File: config.mk
export PLATFORM = sky130hd
export DESIGN_NAME = nw_pipefifo_flat
export DESIGN_NICKNAME = d
export VERILOG_FILES = /design/src/rtl/nw_pipefifo_pkg.sv /design/src/rtl/nw_pipefifo_if.sv /design/src/rtl/nw_pipefifo_wrap_ptr.sv /design/src/rtl/nw_pipefifo.sv /design/src/flat_wrapper.sv
export SDC_FILE = /design/constraint.sdc
export NUM_CORES = 1
export LEC_CHECK = 0
export ABC_AREA = 1
export CORE_MARGIN = 2
export CORE_UTILIZATION = 54
export CTS_CLUSTER_DIAMETER = 100
export DETAILED_ROUTE_END_ITERATION = 16
export PLACE_DENSITY = 0.79
export SLEW_MARGIN = 15
export SYNTH_ARGS = -nofsm -noshare
export SYNTH_HDL_FRONTEND = slang
export SYNTH_SLANG_ARGS = --single-unit
File: constraint.sdc
create_clock -name clk -period 2.9 [get_ports clk]
set_input_delay 0.435 -clock clk [delete_from_list [all_inputs] [get_ports clk]]
set_output_delay 0.435 -clock clk [all_outputs]
set_load 0.01 [all_outputs]
File: src/rtl/nw_pipefifo_pkg.sv
// Shared types and constants for the pipelined FIFO slice.
// Imported by the interface, the pointer incrementer and the FIFO top.
package nw_pipefifo_pkg;

  localparam int unsigned FLIT_W     = 32;
  localparam int unsigned FIFO_DEPTH = 4;

  typedef logic [FLIT_W-1:0] flit_t;

  typedef enum logic [1:0] {
    OP_NONE = 2'b00,
    OP_PUSH = 2'b01,
    OP_POP  = 2'b10,
    OP_BOTH = 2'b11
  } fifo_op_e;

  // A single-entry buffer still needs a one-bit pointer to index its array.
  function automatic int unsigned ptr_w(input int unsigned depth);
    return (depth > 1) ? $clog2(depth) : 1;
  endfunction

endpackage

File: src/rtl/nw_pipefifo_if.sv
// Producer/consumer bundle of the pipelined FIFO.
// The master side drives push/pop/data_in; the FIFO is the slave.
interface nw_pipefifo_if
  import nw_pipefifo_pkg::*;
#(
  parameter int unsigned WIDTH = $bits(flit_t),
  parameter int unsigned DEPTH = FIFO_DEPTH
) ();

  localparam int unsigned CW = $clog2(DEPTH + 1);

  logic             push;
  logic             pop;
  logic [WIDTH-1:0] data_in;
  logic [WIDTH-1:0] data_out;
  logic             ready;
  logic             valid;
  logic [CW-1:0]    count;
  logic             err;

  modport master (
    output push, pop, data_in,
    input  data_out, ready, valid, count, err
  );

  modport slave (
    input  push, pop, data_in,
    output data_out, ready, valid, count, err
  );

endinterface

File: src/rtl/nw_pipefifo_wrap_ptr.sv
// Modulo-DEPTH pointer incrementer; wraps DEPTH-1 -> 0 for any DEPTH,
// not only powers of two.
module nw_wrap_ptr
  import nw_pipefifo_pkg::*;
#(
  parameter int unsigned DEPTH = FIFO_DEPTH,
  localparam int unsigned PW   = ptr_w(DEPTH)
) (
  input  logic [PW-1:0] ptr,
  input  logic          inc,
  output logic [PW-1:0] nxt
);

  always_comb begin
    nxt = ptr;
    if (inc) begin
      nxt = (ptr == PW'(DEPTH - 1)) ? '0 : ptr + PW'(1);
    end
  end

endmodule

File: src/rtl/nw_pipefifo.sv
// Circular-buffer FIFO with optional fall-through when empty and a sticky
// protocol-error flag for pushes while full or pops while empty.
module nw_pipefifo
  import nw_pipefifo_pkg::*;
#(
  parameter int unsigned WIDTH  = $bits(flit_t),
  parameter int unsigned DEPTH  = FIFO_DEPTH,
  parameter int unsigned BYPASS = 0
) (
  input  logic          clk,
  input  logic          rst_n,
  nw_pipefifo_if.slave  bus
);

  localparam int unsigned PW = ptr_w(DEPTH);
  localparam int unsigned CW = $clog2(DEPTH + 1);

  logic [WIDTH-1:0] mem_q [DEPTH];

  logic [PW-1:0] rd_ptr_q, rd_ptr_d;
  logic [PW-1:0] wr_ptr_q, wr_ptr_d;
  logic [CW-1:0] count_q, count_d;
  logic          err_q, err_d;

  logic     empty, full, bypass_empty;
  logic     valid, ready;
  logic     push_ok, pop_ok, passthru;
  logic     wr_inc, rd_inc;
  fifo_op_e op;

  always_comb begin
    empty        = (count_q == '0);
    full         = (count_q == CW'(DEPTH));
    bypass_empty = (BYPASS != 0) && empty;

    valid = bypass_empty ? bus.push : !empty;
    ready = !full || (bus.pop && valid);

    push_ok  = bus.push && ready;
    pop_ok   = bus.pop && valid;
    // An empty fall-through FIFO hands the word straight to the consumer
    // when both sides fire, so neither pointer nor count moves.
    passthru = bypass_empty && push_ok && pop_ok;

    op     = fifo_op_e'({pop_ok && !passthru, push_ok && !passthru});
    wr_inc = (op == OP_PUSH) || (op == OP_BOTH);
    rd_inc = (op == OP_POP)  || (op == OP_BOTH);

    count_d = count_q;
    case (op)
      OP_PUSH: count_d = count_q + CW'(1);
      OP_POP:  count_d = count_q - CW'(1);
      default: count_d = count_q;
    endcase

    err_d = err_q || (bus.push && !ready) || (bus.pop && !valid);
  end

  nw_wrap_ptr #(.DEPTH(DEPTH)) u_wr_ptr (
    .ptr (wr_ptr_q),
    .inc (wr_inc),
    .nxt (wr_ptr_d)
  );

  nw_wrap_ptr #(.DEPTH(DEPTH)) u_rd_ptr (
    .ptr (rd_ptr_q),
    .inc (rd_inc),
    .nxt (rd_ptr_d)
  );

  always_ff @(posedge clk) begin
    if (!rst_n) begin
      rd_ptr_q <= '0;
      wr_ptr_q <= '0;
      count_q  <= '0;
      err_q    <= 1'b0;
    end else begin
      rd_ptr_q <= rd_ptr_d;
      wr_ptr_q <= wr_ptr_d;
      count_q  <= count_d;
      err_q    <= err_d;
    end
  end

  // Storage is not reset; stale words are unreachable once count is zero.
  always_ff @(posedge clk) begin
    if (rst_n && wr_inc) begin
      mem_q[wr_ptr_q] <= bus.data_in;
    end
  end

  assign bus.valid    = valid;
  assign bus.ready    = ready;
  assign bus.data_out = bypass_empty ? bus.data_in : mem_q[rd_ptr_q];
  assign bus.count    = count_q;
  assign bus.err      = err_q;

endmodule

File: src/flat_wrapper.sv
// flat-port wrapper written by rule: the top's interface ports become plain ports
module nw_pipefifo_flat import nw_pipefifo_pkg::*;
#(
  parameter int unsigned WIDTH  = $bits(flit_t),
  parameter int unsigned DEPTH  = FIFO_DEPTH,
  parameter int unsigned BYPASS = 0
)
  (clk, rst_n, bus_push, bus_pop, bus_data_in, bus_data_out, bus_ready, bus_valid, bus_count, bus_err);
  nw_pipefifo_if #(.WIDTH(WIDTH), .DEPTH(DEPTH)) bus_i ();
  input  logic clk;
  input  logic rst_n;
  input wire logic [$bits(bus_i.push)-1:0] bus_push;
  input wire logic [$bits(bus_i.pop)-1:0] bus_pop;
  input wire logic [$bits(bus_i.data_in)-1:0] bus_data_in;
  output wire logic [$bits(bus_i.data_out)-1:0] bus_data_out;
  output wire logic [$bits(bus_i.ready)-1:0] bus_ready;
  output wire logic [$bits(bus_i.valid)-1:0] bus_valid;
  output wire logic [$bits(bus_i.count)-1:0] bus_count;
  output wire logic [$bits(bus_i.err)-1:0] bus_err;
  assign bus_i.push = bus_push;
  assign bus_i.pop = bus_pop;
  assign bus_i.data_in = bus_data_in;
  assign bus_data_out = bus_i.data_out;
  assign bus_ready = bus_i.ready;
  assign bus_valid = bus_i.valid;
  assign bus_count = bus_i.count;
  assign bus_err = bus_i.err;
  nw_pipefifo #(.WIDTH(WIDTH), .DEPTH(DEPTH), .BYPASS(BYPASS)) u_core (.clk(clk), .rst_n(rst_n), .bus(bus_i));
endmodule
; ---- Yosys cells after proc, flatten, opt, wreduce, memory -nomap -nowiden
; Memories as Yosys holds them, arrays and structs flattened. A register that Yosys moved wholly into a read port is not among the register bits.
; Cells that the tools add are included.
[word_totals]
register_bits = 8
mem_bits_rw = 128
input_bits = 36
out_inout_bits = 38
wordCells = 37
n_memories = 1
[op_classes]
n_addsub = 4
n_eq_ne = 6
n_mux = 7
n_reduce_logical = 15
[memory_table]
columns = name, words, width, read_ports, rd_clocked_by_memory_dff, wr, line
row1 = u_core.mem_q, 4, 32, 1, 1, 1, nw_pipefifo.sv:18  ; logic [WIDTH-1:0] mem_q [DEPTH];
[op_table]
columns = cell, count
row1 = equality test 2 bit (second input constant), 4
row2 = 2-to-1 mux 2 bit, 4
row3 = case mux 3 bit (2 select lines), 1
row4 = logical AND 1 bit, 5
row5 = logical OR 1 bit, 5
row6 = adder 2 x 1 -> 2 bit (second input constant), 2
row7 = adder 3 x 1 -> 3 bit (second input constant), 1
row8 = equality test 3 bit (second input constant), 1
row9 = zero test 1 bit, 3
row10 = zero test 3 bit, 1
row11 = subtractor 3 x 1 -> 3 bit (second input constant), 1
row12 = equality test 2 x 1 -> 1 bit (second input constant), 1
row13 = 2-to-1 mux 1 bit, 2
row14 = nonzero test 2 bit, 1

; ---- Depth between registers and ports, before layout
[depth]
ltp_word = 10
mapped_depth = 10
mapped_depth_nobuf = 10

; ---- Hierarchy
; From an unflattened synthesis, not the netlist that was laid out.
[unflattened]
hier_cells = 386
area_unflattened_um2 = 5198.7
[modules_own_cells]
columns = mod, instances, cells_per_inst, area_each_um2, seq_area_each_um2
row1 = nw_pipefifo, 1, 368, 5113.7, 4003.8
row2 = nw_wrap_ptr, 2, 9, 42.5, 0.0

; ---- Least setup slack after synthesis
; No wires, ideal clock.
[synth_path]
path_type = register to register
startpoint = register u_core.count_q[0] (netlist: u_core.bus.count[0])
endpoint = memory u_core.mem_q[0][0] in the netlist's numbering, enable pin
setup_time_ns = 0.421
t_arrival_ns = 2.188
t_required_ns = 2.479
setup_slack_ns = 0.291
stages_incl_launch_ff = 5
n_path_buf = 0
period_less_slack_ns = 2.609
cell_sequence = dfxtp_1 > nor2_4 > nand3_2 > nand3_1 > nor2_1
[synth_via]
elab_chain_len = 10
elab_cells_between_ends = 13
cone_classes = eq/ne (3) / mux (2) / reduce/logical (8)
[synth_lines]
columns = element, line
row1 = "start, declared", nw_pipefifo.sv:22  ; logic [CW-1:0] count_q, count_d;
row2 = "start signal, assigned", nw_pipefifo.sv:80  ; count_q <= count_d;
row3 = zero test 3 bit, nw_pipefifo.sv:32  ; empty = (count_q == '0);
row4 = zero test 1 bit, nw_pipefifo.sv:36  ; valid = bypass_empty ? bus.push : !empty;
row5 = logical AND 1 bit, nw_pipefifo.sv:37  ; ready = !full || (bus.pop && valid);
row6 = logical OR 1 bit (*), nw_pipefifo.sv:37
row7 = via bus_ready, flat_wrapper.sv:16  ; output wire logic [$bits(bus_i.ready)-1:0] bus_ready;
row8 = logical AND 1 bit (*), nw_pipefifo.sv:39  ; push_ok = bus.push && ready;
row9 = equality test 2 x 1 -> 1 bit / equality test 2 bit (equally long branches), nw_pipefifo.sv:46  ; wr_inc = (op == OP_PUSH) || (op == OP_BOTH);
row10 = logical OR 1 bit (*), nw_pipefifo.sv:46
row11 = logical AND 1 bit (*), nw_pipefifo.sv:87  ; if (rst_n && wr_inc) begin
row12 = 2-to-1 mux 1 bit (*), nw_pipefifo.sv:87
row13 = 2-to-1 mux 1 bit (implied by the code) (*), nw_pipefifo.sv:88  ; mem_q[wr_ptr_q] <= bus.data_in;
row14 = "end, declared", nw_pipefifo.sv:18
; Mark *: on every way through the listed nets, which the timed path passes. The rest lies on a longest branch.

==> flow_summary.yaml <==
cts:
  cts_tree: "done"
  post-cts-setup-buffers: 0
  htree_num_levels: 4
  cts_buffers: 17
  cts_resized: 0
  clk_path_buf_depth: 2
  worstSkewPairLatency_ns: 0.53
  path_clk_slew_ns: 0.06
  cts_root_buf: "clkbuf_8"
  cts.sinks: 138
  cts_hold_buf: 0
logic_synthesis:
  yosys_warnings: 0
  avgSynthCellArea_um2: 13.8
  synth_seq_area_share_pct: 77.1
  syn-instance-count: 379
  synthesis.nets: 421
  synth_cell_types: 22
  netlist_area_um2: 5250
  synth_top_cell_by_area: "edfxtp_1"
  synth_top_area_share_pct: 73.2
  ys_top_cells_by_area: "edfxtp_1 73%, o21ai_0 6.3%, nor2_1 5.6%, dfxtp_1 3.8%, o22ai_1 3.8%"
  synth-seq-cells: 138
routing:
  vias: 3368
  drcViolationCount: 0
  postRouteAntennaNets: 0
  routed_wl_um: 10700
  routedWlPerCell_um: 17.6
  drtPass1Iterations: 5
  viasPerCell: 5.55
  drt_iter0_drc: 206
sta:
  fin_skew_ns: 0.0144
  finalSetupTns_ns: 0
  tightest_slew_ns: 0.594
  rsz0062_at_grt: "no"
  slew_headroom_pct: 60.4
  timing.fmax_mhz: 360
  finalHoldViolCount: 0
  finalCritPeriodShare_pct: 95.9
  finalSetupViolations: 0
  slew_violations: 0
  period_needed_ns: 2.78
final_layout:
  insertedDiodeCount: 0
  fin_nets: 507
  finalCoreUtilization_pct: 73.2
  finish.instance_area_um2: 6830
  drive_above_1_share_pct: 11.9
  areaGrowthSynthToFinish_pct: 30.2
die:
  io_pins: 74
  num_rows: 35
  core-area_um2: 9330
  initial_utilization_pct: 56.3
  dieHeight_um: 103
  fp.dieW_um: 103
  dieArea_um2: 10500
setup_path:
  cp_max_fo: 64
  setup.worst_path.class: "flip-flop to primary output"
  arrival_ns: 2.35
  required_ns: 2.47
  cp-start-kind: "flip-flop"
  worst_setup_path_end_kind: "primary output"
power:
  switching_power_mw: 1.47
  p_int_mw: 4.30
  p_leak_nw: 2.38
  seq_power_share_pct: 40.2
  pwr-share-comb_pct: 20.0
  total_power_mw: 5.77
  p_sw_share_pct: 25.5
  clock_power_share_pct: 39.8
  ir_drop_mv: 0.562
  p_per_area_nw_per_um2: 845
outcome:
  status: "finished clean"
place:
  place_congestion: 0.791
  port_buffers: 73
  dp_hpwl_um: 6380
  place_area_um2: 6190
flow_run:
  drv_cap: 0
grt:
  grt_pass1_vias: 3293
  grt_pass1_wl_um: 16300
  overflow: 0
  grt_max_degree: 65
  track_usage_pct: 21.4
  antenna_found_initial: 0
hold_path:
  hold_path.class: "flip-flop to flip-flop"
[registers in the layout, summed over array words and instances, names as in the netlist, named ones only]
register,flops
u_core.bus.err,1
u_core.wr_ptr_q,2
u_core.bus.count,3
u_core.rd_ptr_q,2
u_core.mem_q,128
[final timing paths]
path / slack [ns] / start / end / cells after the start
max: 0.12 / flip-flop / bus_data_out[22] / 4
min: 0.49 / u_core.bus.err$_SDFF_PN0_ / u_core.bus.err$_SDFF_PN0_ / 2
max reg2reg: 1.04 / u_core.bus.count[0]$_SDFFE_PN0P_ / u_core.mem_q[3][22]$_DFFE_PP_ / 5
min reg2reg: 0.49 / u_core.bus.err$_SDFF_PN0_ / u_core.bus.err$_SDFF_PN0_ / 2
[synthesized netlist by cell type]
cell	instances
buf_2	10
nor2_4	1
o21ai_0	66
a21oi_1	3
o21ai_1	4
nand3_2	3
o211a_1	1
nand3_1	2
o31ai_1	1
clkbuf_1	7
dfxtp_1	10
edfxtp_1	128
nand2_2	3
clkbuf_2	2
ha_1	5
inv_1	16
nor2_1	78
o22ai_1	32
inv_4	1
nand2_1	4
fa_1	1
buf_4	1
[per-stage QoR]
stage	setup WS, ns	instances	hold slack [ns]
2_1_floorplan	0.291	379	0.481
3_3_place_gp	0.543	575	0.467
3_5_place_dp	0.504	575	0.475
4_1_cts	0.130	607	0.496
5_1_grt	0.0253	607	0.527
6_report	0.119	607	0.485
[cell usage in the layout (no fill, tap or decap)]
master / count
dfxtp_2: 1
o22ai_1: 32
a21oi_1: 3
clkbuf_8: 1
dfxtp_1: 9
edfxtp_1: 128
clkinv_2: 1
clkbuf_1: 2
o21ai_0: 66
inv_6: 4
buf_12: 1
inv_4: 1
o31ai_1: 1
bufinv_16: 5
buf_4: 13
clkinv_4: 2
nand2_2: 3
inv_1: 16
clkbuf_16: 16
nand3_2: 3
clkinvlp_4: 1
o211a_1: 1
fa_1: 1
nand3_1: 2
nor2_4: 5
ha_1: 5
clkdlybuf4s50_1: 73
nand2_1: 4
o21ai_1: 4
nor2_1: 74
[layout make-up]
| type | count | area, µm² |
|---|---|---|
| multi-input cells | 204 | 1070 |
| clock inverters | 13 | 215 |
| inverters | 17 | 66.3 |
| repair buffers | 87 | 848 |
| well taps | 129 | 161 |
| flip-flops and latches | 138 | 4050 |
| fillers | 587 | 2500 |
| clock buffers | 19 | 422 |
[layer usage]
layer	up-vias	part of all wire, %	track usage (%)	wire, µm
met5	-	0	0	0
met4	0	1.7	8.51	179
met3	19	6.6	6.92	705
met2	131	51	34.9	5430
met1	1645	41	26.9	4390
li1	1573	-	-	-
[power groups by stage]
stage | Sequential (mW) | Combinational (mW) | Clock (mW)
floorplan | 2.36 | 0.571 | 0
global placement | 2.35 | 1.12 | 0
detailed placement | 2.36 | 1.14 | 0
CTS | 2.32 | 1.16 | 2.32
global route | 2.33 | 1.25 | 2.40
finish | 2.32 | 1.16 | 2.30
[cell families (layout without fill, tap and decap cells)]
kind of cell               Yosys count  in the layout  share of synthesized area, %
AOI/OAI and AO/OA                  107            107                          11.1
buffers and inverters               37            136                          3.05
adders and majority gates            6              6                          1.57
and+or+nand+nor                     91             91                          7.20
DFF                                138            138                          77.1
[critical path, cell delays in order (launching register included)]
cell and delay, ns:
dfxtp_2 0.34, inv_4 0.43, o21ai_0 0.22, o22ai_1 0.21, clkdlybuf4s50_1 0.60
Note: power is estimated with default switching activity, not from simulation.
